[src/rtl/cmd_sequencer.sv]
// cmd_sequencer: queues 16-bit commands and issues them in order to a RemoteComm-style port.
// Each command waits for an ACK byte under a timeout. Define SEQ_RETRY_EN to reissue a failed command once.
module cmd_sequencer #(
   parameter int unsigned DEPTH   = 8,
   parameter int unsigned TMO_CYC = 4_000_000,
   parameter logic [7:0]  ACK     = 8'hA5
) (
   input  logic                   clk,
   input  logic                   rst,
   input  logic                   load,
   input  logic [15:0]            load_cmd,
   input  logic                   start,
   input  logic                   abort,
   output logic [15:0]            cmd,
   output logic                   send_cmd,
   input  logic                   cmd_sent,
   input  logic                   resp_rdy,
   input  logic [7:0]             resp,
   output logic                   full,
   output logic                   empty,
   output logic                   busy,
   output logic                   done,
   output logic                   err,
   output logic [1:0]             err_code,
   output logic [$clog2(DEPTH):0] ack_cnt,
   output logic                   ovf
);

   localparam int unsigned AW = $clog2(DEPTH);
   localparam int unsigned CW = AW + 1;
   localparam int unsigned TW = $clog2(TMO_CYC + 1);

   localparam logic [1:0] E_NAK   = 2'b01;
   localparam logic [1:0] E_TMO   = 2'b10;
   localparam logic [1:0] E_EARLY = 2'b11;

   typedef enum logic [2:0] {
      S_IDLE,
      S_ISSUE,
      S_WAIT_SENT,
      S_WAIT_RESP,
      S_DONE,
      S_ERR
   } state_t;

   state_t          state_q, state_n;
   logic [15:0]     mem [DEPTH];
   logic [AW-1:0]   wr_ptr, rd_ptr;
   logic [CW-1:0]   count, count_n;
   logic            push, pop, flush;
   logic [15:0]     head_n;
   logic [TW-1:0]   tmo_q, tmo_n;
   logic [15:0]     cmd_n;
   logic            send_n, busy_n, done_n, err_n;
   logic [1:0]      code_n, fail_code;
   logic [CW-1:0]   ack_n;
   logic            fail, resp_phase;
`ifdef SEQ_RETRY_EN
   logic            retried_q, retried_n;
`endif

   // FIFO bookkeeping; a push into a full FIFO is allowed when the head pops the same cycle
   always_comb begin
      push    = load && !flush && ((count != CW'(DEPTH)) || pop);
      count_n = flush ? '0 : CW'(count + CW'(push) - CW'(pop));
      head_n  = pop ? mem[AW'(rd_ptr + 1'b1)] : mem[rd_ptr];
   end

   always_ff @(posedge clk) begin
      if (push) mem[wr_ptr] <= load_cmd;
   end

   always_ff @(posedge clk) begin
      if (rst) begin
         wr_ptr <= '0;
         rd_ptr <= '0;
         count  <= '0;
         full   <= 1'b0;
         empty  <= 1'b1;
         ovf    <= 1'b0;
      end else begin
         if (flush) begin
            wr_ptr <= '0;
            rd_ptr <= '0;
         end else begin
            if (push) wr_ptr <= AW'(wr_ptr + 1'b1);
            if (pop)  rd_ptr <= AW'(rd_ptr + 1'b1);
         end
         count <= count_n;
         full  <= (count_n == CW'(DEPTH));
         empty <= (count_n == '0);
         if (load && !push && !flush) ovf <= 1'b1;
      end
   end

   // next-state and output decode
   always_comb begin
      state_n    = state_q;
      pop        = 1'b0;
      flush      = 1'b0;
      tmo_n      = tmo_q;
      done_n     = done;
      err_n      = err;
      code_n     = err_code;
      ack_n      = ack_cnt;
      fail       = 1'b0;
      fail_code  = 2'b00;
      resp_phase = 1'b0;
`ifdef SEQ_RETRY_EN
      retried_n  = retried_q;
`endif

      unique case (state_q)
         S_IDLE, S_DONE, S_ERR: begin
            if (start) begin
               ack_n  = '0;
               done_n = 1'b0;
               err_n  = 1'b0;
               code_n = 2'b00;
`ifdef SEQ_RETRY_EN
               retried_n = 1'b0;
`endif
               if (count != '0) begin
                  state_n = S_ISSUE;
               end else begin
                  state_n = S_DONE;
                  done_n  = 1'b1;
               end
            end
         end
         S_ISSUE: begin
            tmo_n   = TW'(TMO_CYC - 1);
            state_n = S_WAIT_SENT;
         end
         S_WAIT_SENT, S_WAIT_RESP: begin
            if (tmo_q != '0) tmo_n = TW'(tmo_q - 1'b1);
            // a response in the same cycle as cmd_sent counts as arriving after it
            resp_phase = (state_q == S_WAIT_RESP) || cmd_sent;
            if (resp_rdy && !resp_phase) begin
               state_n = S_ERR;
               err_n   = 1'b1;
               code_n  = E_EARLY;
            end else if (resp_rdy) begin
               if (resp == ACK) begin
                  pop   = 1'b1;
                  ack_n = CW'(ack_cnt + 1'b1);
`ifdef SEQ_RETRY_EN
                  retried_n = 1'b0;
`endif
                  if (count > CW'(1)) begin
                     state_n = S_ISSUE;
                  end else begin
                     state_n = S_DONE;
                     done_n  = 1'b1;
                  end
               end else begin
                  fail      = 1'b1;
                  fail_code = E_NAK;
               end
            end else if (state_q == S_WAIT_SENT && cmd_sent) begin
               state_n = S_WAIT_RESP;
            end else if (tmo_q == '0) begin
               fail      = 1'b1;
               fail_code = E_TMO;
            end
         end
         default: state_n = S_IDLE;
      endcase

      if (fail) begin
`ifdef SEQ_RETRY_EN
         if (!retried_q) begin
            retried_n = 1'b1;
            state_n   = S_ISSUE;
         end else begin
            state_n = S_ERR;
            err_n   = 1'b1;
            code_n  = fail_code;
         end
`else
         state_n = S_ERR;
         err_n   = 1'b1;
         code_n  = fail_code;
`endif
      end

      // abort discards this cycle's outcome but keeps the reported status
      if (abort) begin
         state_n = S_IDLE;
         flush   = 1'b1;
         pop     = 1'b0;
         done_n  = done;
         err_n   = err;
         code_n  = err_code;
         ack_n   = ack_cnt;
`ifdef SEQ_RETRY_EN
         retried_n = 1'b0;
`endif
      end

      send_n = (state_n == S_ISSUE);
      busy_n = (state_n == S_ISSUE) || (state_n == S_WAIT_SENT) || (state_n == S_WAIT_RESP);
      cmd_n  = send_n ? head_n : cmd;
   end

   always_ff @(posedge clk) begin
      if (rst) begin
         state_q  <= S_IDLE;
         tmo_q    <= '0;
         cmd      <= '0;
         send_cmd <= 1'b0;
         busy     <= 1'b0;
         done     <= 1'b0;
         err      <= 1'b0;
         err_code <= 2'b00;
         ack_cnt  <= '0;
      end else begin
         state_q  <= state_n;
         tmo_q    <= tmo_n;
         cmd      <= cmd_n;
         send_cmd <= send_n;
         busy     <= busy_n;
         done     <= done_n;
         err      <= err_n;
         err_code <= code_n;
         ack_cnt  <= ack_n;
      end
   end

`ifdef SEQ_RETRY_EN
   always_ff @(posedge clk) begin
      if (rst) retried_q <= 1'b0;
      else     retried_q <= retried_n;
   end
`endif

endmodule

[config.mk]
export PLATFORM = sky130hd
export DESIGN_NAME = cmd_sequencer
export DESIGN_NICKNAME = d
export VERILOG_FILES = /design/src/rtl/cmd_sequencer.sv
export SDC_FILE = /design/constraint.sdc
export NUM_CORES = 1
export LEC_CHECK = 0
export BUFFER_PORTS_ARGS = -buffer_cell sky130_fd_sc_hd__buf_2
export CORE_MARGIN = 2
export CORE_UTILIZATION = 35
export CTS_BUF_LIST = sky130_fd_sc_hd__clkbuf_8
export CTS_CLUSTER_SIZE = 20
export DETAILED_ROUTE_END_ITERATION = 8
export GPL_TIMING_DRIVEN = 0
export HOLD_SLACK_MARGIN = 0.12
export PLACE_DENSITY = 0.59
export SYNTH_ARGS = -nofsm -noshare
export SYNTH_HDL_FRONTEND = slang
export SYNTH_SLANG_ARGS = --single-unit
[constraint.sdc]
create_clock -name clk -period 5.2 [get_ports clk]
set_clock_uncertainty 0.05 [all_clocks]
set_input_delay 0.78 -clock clk [delete_from_list [all_inputs] [get_ports clk]]
set_output_delay 0.78 -clock clk [all_outputs]
set_load 0.005 [all_outputs]
==> results of run 1 <==
[synthesized netlist by cell type (all sizes together) (3+ instances only)]
master,n,share of area [%]
inv,16,0.64
buf,14,0.95
or2,6,0.40
xor2,14,1.3
dfxtp,67,14
o211ai,3,0.39
a31oi,4,0.27
clkbuf,23,1.4
mux2,5,0.60
and4bb,3,0.44
a21oi,35,2.4
nor2,33,1.3
nor3b,3,0.24
mux4,64,15
a31o,6,0.56
o21ai,28,1.9
a311oi,3,0.28
o2111ai,3,0.35
nand2b,4,0.27
ha,11,1.5
nand2,21,0.85
a21o,5,0.43
or3,10,0.71
nor3,12,0.77
nor4,10,0.67
nand3,13,0.70
a211oi,6,0.48
o31ai,4,0.32
xnor2,8,0.75
nor2b,4,0.27
edfxtp,128,41
or4,4,0.36
mux2i,39,4.2
o211a,3,0.32
[worst max path at each step]
stage	from	endpoint	cells past startpoint
after floorplan	resp[4]	mem[1][0]	5
after global placement	resp[4]	mem[1][7]	6
after detailed placement	resp[2]	empty	14
after CTS	state_q[2]	empty	14
after global routing	state_q[2]	empty	14
final	state_q[2]	empty	14
[flip-flops by register name, summed over array words and instances (netlist names), named ones only]
name,count
err,1
tmo_q,22
err_code,2
empty,1
rd_ptr,3
cmd,16
mem,128
count,4
state_q,3
wr_ptr,3
full,1
busy,1
send_cmd,1
ovf,1
ack_cnt,4
done,1
[critical path, stage by stage (launching register included)]
cell and delay (ns):
dfxtp_1 0.45, and2b_2 0.25, clkbuf_8 0.16, nand4_1 0.13, or2_2 0.14, clkbuf_1 0.40, clkbuf_1 0.77, inv_1 0.16
ha_1 0.33, inv_1 0.04, ha_1 0.19, fa_1 0.38, xnor2_1 0.16, a31oi_1 0.24, a21oi_1 0.10
[cell families (layout without fill, tap and decap cells)]
family          count (synthesis)  count (layout)  share of synthesized area (%)
flops                         195             195                           55.7
simple gates                  136             136                           8.31
compound gates                110             110                           9.01
mux                           108             108                           20.3
buf+inv                        54             158                           2.99
xor+xnor                       22              22                           2.07
fa+ha+maj                      12              12                           1.69
[metal layers]
layer  global-route usage (%)  routed length (um)
met1                     21.4                9480
met2                     26.8               10700
met3                     3.19                1150
met4                     4.31                 337
met5                        0                  13
[layout make-up]
class | instances | area, sq um
timing repair buffer | 72 | 437
tap | 335 | 419
fill | 2442 | 15500
clock buffer | 17 | 234
sequential | 195 | 5180
inverter | 17 | 63.8
multi-input combinational | 388 | 3890
clock inverter | 15 | 223
buffer | 37 | 215
[power groups by stage]
| stage | clock [mW] | combinational (mW) | sequential [mW] |
|---|---|---|---|
| floorplan | 0 | 0.157 | 1.73 |
| global placement | 0 | 0.230 | 1.73 |
| detailed placement | 0 | 0.236 | 1.73 |
| CTS | 1.10 | 0.238 | 1.70 |
| global route | 1.16 | 0.262 | 1.70 |
| finish | 1.08 | 0.236 | 1.70 |
==> metrics, run 1 <==
# diodes=0; FMAX=247 MHz; Post-synth EDFFs=128; WHS=0.401 ns; layout net count=771; Max-cap violations=0; final core occ=40.8%; area grow syn2layout=14.5%; Clock Latency Late Sink=0.50 ns; endpoints failing setup=0; Num CTS Buffers=17; layout cell share with drive strength beyond 1=about a third; CTS sink cnt=195; ys flop type=edfxtp_1; Top Ports=60; static leakage=3.55 nW; Tcrit/Tclk final=around 80%; CTS tree=built; maximum VDD drop=0.154 mV; Distinct cells, synth=between 70 and 80; status=finished, violations left; Rows=between 50 and 60; Cell Int Power=2.17 mW; Ys Warns=0; Register-to-Register Setup Slack=1.15 ns; critical path arrival=4.36 ns; Root Driver=clkbuf_8; Die Span Y=167 um; drt initial violations=between 300 and 400; Starting Density=35.7%; Max Slew Vio Count=0; Slew headroom=31.6%; Worst Tran Pin Value=1.02 ns; Avg Cell Area, Syn=14.6 sq um; most frequent cells in the layout=128 x edfxtp_1, 67 x dfxtp_1, 66 x buf_2; Reg clk slew, reported paths=~0.12 ns; hold endpoint=err; Gate power share=7.8%; Setup crit start kind=flop; register area share after synthesis=between 50% and 60%; R2R Path Start=state_q[2]; Worst EP required=5.51 ns; Finished Layout Cells=1076; Reg power frac=56.3%; dpl ws=about 0.75 ns; CP max FO=10; Sw Pwr=0.847 mW; final hold vios=0; RSZ-0062 raised after global routing=no; vias in the first global route=5782; worst setup path class=flop to flop; CP Capture Type=flop; DRC=5; drt total wl=21600 um; r2r endpoint=empty; hold crit path type=flop to flop; Final Wtd Congestion=between 0.7 and 0.8; Power Dens Cells=283 nW/um^2; drt wl/cell=20.1 um; postcts setup bufs=0; most common cell after layout, fill and taps aside=edfxtp_1; # port buffers=58; Netlist Area Pre-Place=between 9000 and 10000 sq um; GRT Total Usage=16.0%; worst-case clock buffer depth=2; CTS H-tree lvls=4; largest net degree at the start of global routing=25; initial antenna violation count=1; r2r worst-path depth=14; switching part of the total=28.1%; dpl cell area=10200 sq um; Via Count=a little under 6000; Inst Count DP=1044; global-route wire length before repair=33900 um; post-route cell area=10700 sq um; hold_buf cts=0; dpl hpwl=between 15000 and 20000 um; final worst setup slack=between 1 and 1.5 ns; failing checks=DRC; die area=27900 sq um; minimum clock period=4.05 ns; ANT nets after route=0; HP Start=err; first drt pass iteration count=6; Cells on Worst Hold Path=2; Die W=167 um; global route overflow=0; Synth Register Bits=slightly below 200; cells after synthesis=around 640; setup TNS=0 ns; syn nets=680; post-CTS sizing=0; Power, Total=3.02 mW; core area=about 26000 sq um; Clk pwr share=35.9%; FFs w/ async S/R, synth=0%; via/cell ratio=5.41
Note: power is estimated with default switching activity, not from simulation.
==> run 2, diff against run 1 <==
clock period = 4.1 ns   (was 5.2 ns; I/O delays follow)
==> run 2 against run 1 <==
Effect of this change: the flow still finishes with violations (DRC); total power up 25%; register-to-register slack worse by 0.72 ns; fmax up 10%; first-iteration DRC count up 4.0%; flip-flop and latch count unchanged; non-clock buffer count unchanged; wire length down 1.6%; clock power up 22%; sequential power up 26%; critical path depth unchanged; critical endpoint unchanged; largest power group unchanged; highest routed layer unchanged.
==> metrics, run 2 (synthesized netlist as in run 1, its figures left out) <==
most common cell after layout, fill and taps aside=edfxtp_1; vias in the first global route=5678 (-1.8%); most frequent cells in the layout=128 x edfxtp_1, 67 x dfxtp_1, 66 x buf_2; final core occ=40.9% (+0.11 points); Worst Tran Pin Value=0.979 ns (-0.0419 ns); FMAX=272 MHz (+10%); core area=26100 sq um (unchanged); Worst EP required=4.47 ns (-1.04 ns); minimum clock period=3.68 ns (-0.377 ns); status=finished, violations left; Via Count=5673 (-2.5%); Die W=167 um (unchanged); worst setup path class=flop to flop; CP max stage delay=0.46 ns (-0.31 ns); Max-cap violations=0 (unchanged); layout cell share with drive strength beyond 1=33.5% (+0.27 points); largest registers=mem: 128 flops, tmo_q: 22 flops, cmd: 16 flops; Die Span Y=167 um (unchanged); CTS sink cnt=195 (unchanged); Power Dens Cells=352 nW/um^2 (+25%); Cells on Worst Hold Path=1 (-1); r2r worst-path depth=14 (unchanged); Final Wtd Congestion=0.798 (+0.87%); worst path buffer plus inverter count=5 (unchanged); CP max FO=10 (unchanged); first drt pass iteration count=6 (unchanged); drt total wl=21300 um (-1.6%); HP Start=load_cmd[3]; hold crit path type=input pin to flop; dpl hpwl=15300 um (-2.0%); worst-case clock buffer depth=2 (unchanged); r2r endpoint=empty; Clock Latency Late Sink=0.48 ns (-0.02 ns); CP Capture Type=flop; Reg clk slew, reported paths=0.12 ns (about the same); layout net count=771 (unchanged); Rows=59 (unchanged); Register-to-Register Setup Slack=0.42 ns (-0.72 ns); Starting Density=35.7% (unchanged); Tcrit/Tclk final=89.7% (+12 points); area grow syn2layout=14.8%; GRT Total Usage=15.6% (-0.40 points); largest net degree at the start of global routing=24 (-4.0%); Slew headroom=34.7% (+3.1 points); failing checks=DRC; critical path arrival=4.05 ns (-0.31 ns); RSZ-0062 raised after global routing=no; Slowest-stage cell, CP=clkbuf_2; Max Slew Vio Count=0 (unchanged); Setup crit start kind=flop; Num CTS Buffers=17 (unchanged); R2R Path Start=state_q[2]; # port buffers=58 (unchanged); global route overflow=0 (unchanged); WHS=0.333 ns (-0.0677 ns); maximum VDD drop=0.213 mV (+38%); Power, Total=3.77 mW (+25%); ANT nets after route=0 (unchanged); Largest register FFs=128 (unchanged); worst-path cell chain=and2b_2, clkbuf_8, nand4_1, or2_2, clkbuf_1, clkbuf_2, inv_1, ha_1, inv_1, ha_1, fa_1, xnor2_1, a31oi_1, a21oi_1; CTS H-tree lvls=4 (unchanged); Largest Register=mem; static leakage=3.55 nW (about the same); Worst path top cell family by delay=buffers and inverters; endpoints failing setup=0 (unchanged); postcts setup bufs=0 (unchanged); drt wl/cell=19.8 um (-1.7%); final hold vios=0 (unchanged); drt initial violations=365 (+4.0%); Root Driver=clkbuf_8; via/cell ratio=5.27 (-2.6%); CTS tree=built; DRC=10 (+5); hold endpoint=mem[6][3]; global-route wire length before repair=32900 um (-3.0%); initial antenna violation count=2 (+1); Top Ports=60 (unchanged); die area=27900 sq um (unchanged)
run 2: cell count changes in the layout (fill, tap and decap cells not counted), sizes merged:
cell,previous run,this run
clkinv,7,6
diode,0,1
clkinvlp,0,1
run 2: through the flow:
stage | area, sq um | setup WS [ns] | std cells | setup TNS (ns)
floorplan | 9320 | 0.162 | 637 | 0
global placement | 10000 | -2.32 | 1030 | -144.15
detailed placement | 10200 | -0.186 | 1044 | -0.350
CTS | 10700 | 0.0188 | 1076 | 0
global route | 10700 | 0.165 | 1076 | 0
finish | 10700 | 0.423 | 1077 | 0
run 2: power breakdown:
| group | leakage [nW] | total (mW) | switching (mW) | internal (mW) |
|---|---|---|---|---|
| Sequential | 1.70 | 2.15 | 0.0281 | 2.13 |
| Combinational | 1.63 | 0.299 | 0.177 | 0.122 |
| Clock | 0.213 | 1.32 | 0.827 | 0.491 |
run 2: timing repair:
item                                    4_1_cts  5_1_grt
endpoints found under the setup margin        0        2
hold buffers                                  0        0
gates resized for setup                       0        4
run 2: per-layer routing:
metal	share of wire, %	vias to the layer above	global-route usage [%]
li1	-	2705	-
met1	45	2848	20.5
met2	50	99	26.8
met3	4.0	19	3.21
met4	1.0	2	3.55
met5	0.075	-	0
run 2: cell type report:
cell class                 instances  area (sq um)
clock inverter                    15           205
multi-input combinational        388          3910
sequential                       195          5180
clock buffer                      17           234
tap                              335           419
buffer                            37           216
inverter                          17          63.8
antenna                            1          2.50
timing repair buffer              72           464
fill                            2421         15400
run 2: worst max-delay path by stage:
| stage | from | endpoint | depth (start not counted) |
|---|---|---|---|
| final | state_q[2] | empty | 14 |
| after global routing | state_q[2] | empty | 14 |
| after CTS | state_q[2] | full | 14 |
| after detailed placement | resp[2] | empty | 14 |
| after global placement | resp[1] | mem[0][4] | 6 |
| after floorplan | resp[4] | mem[0][0] | 5 |
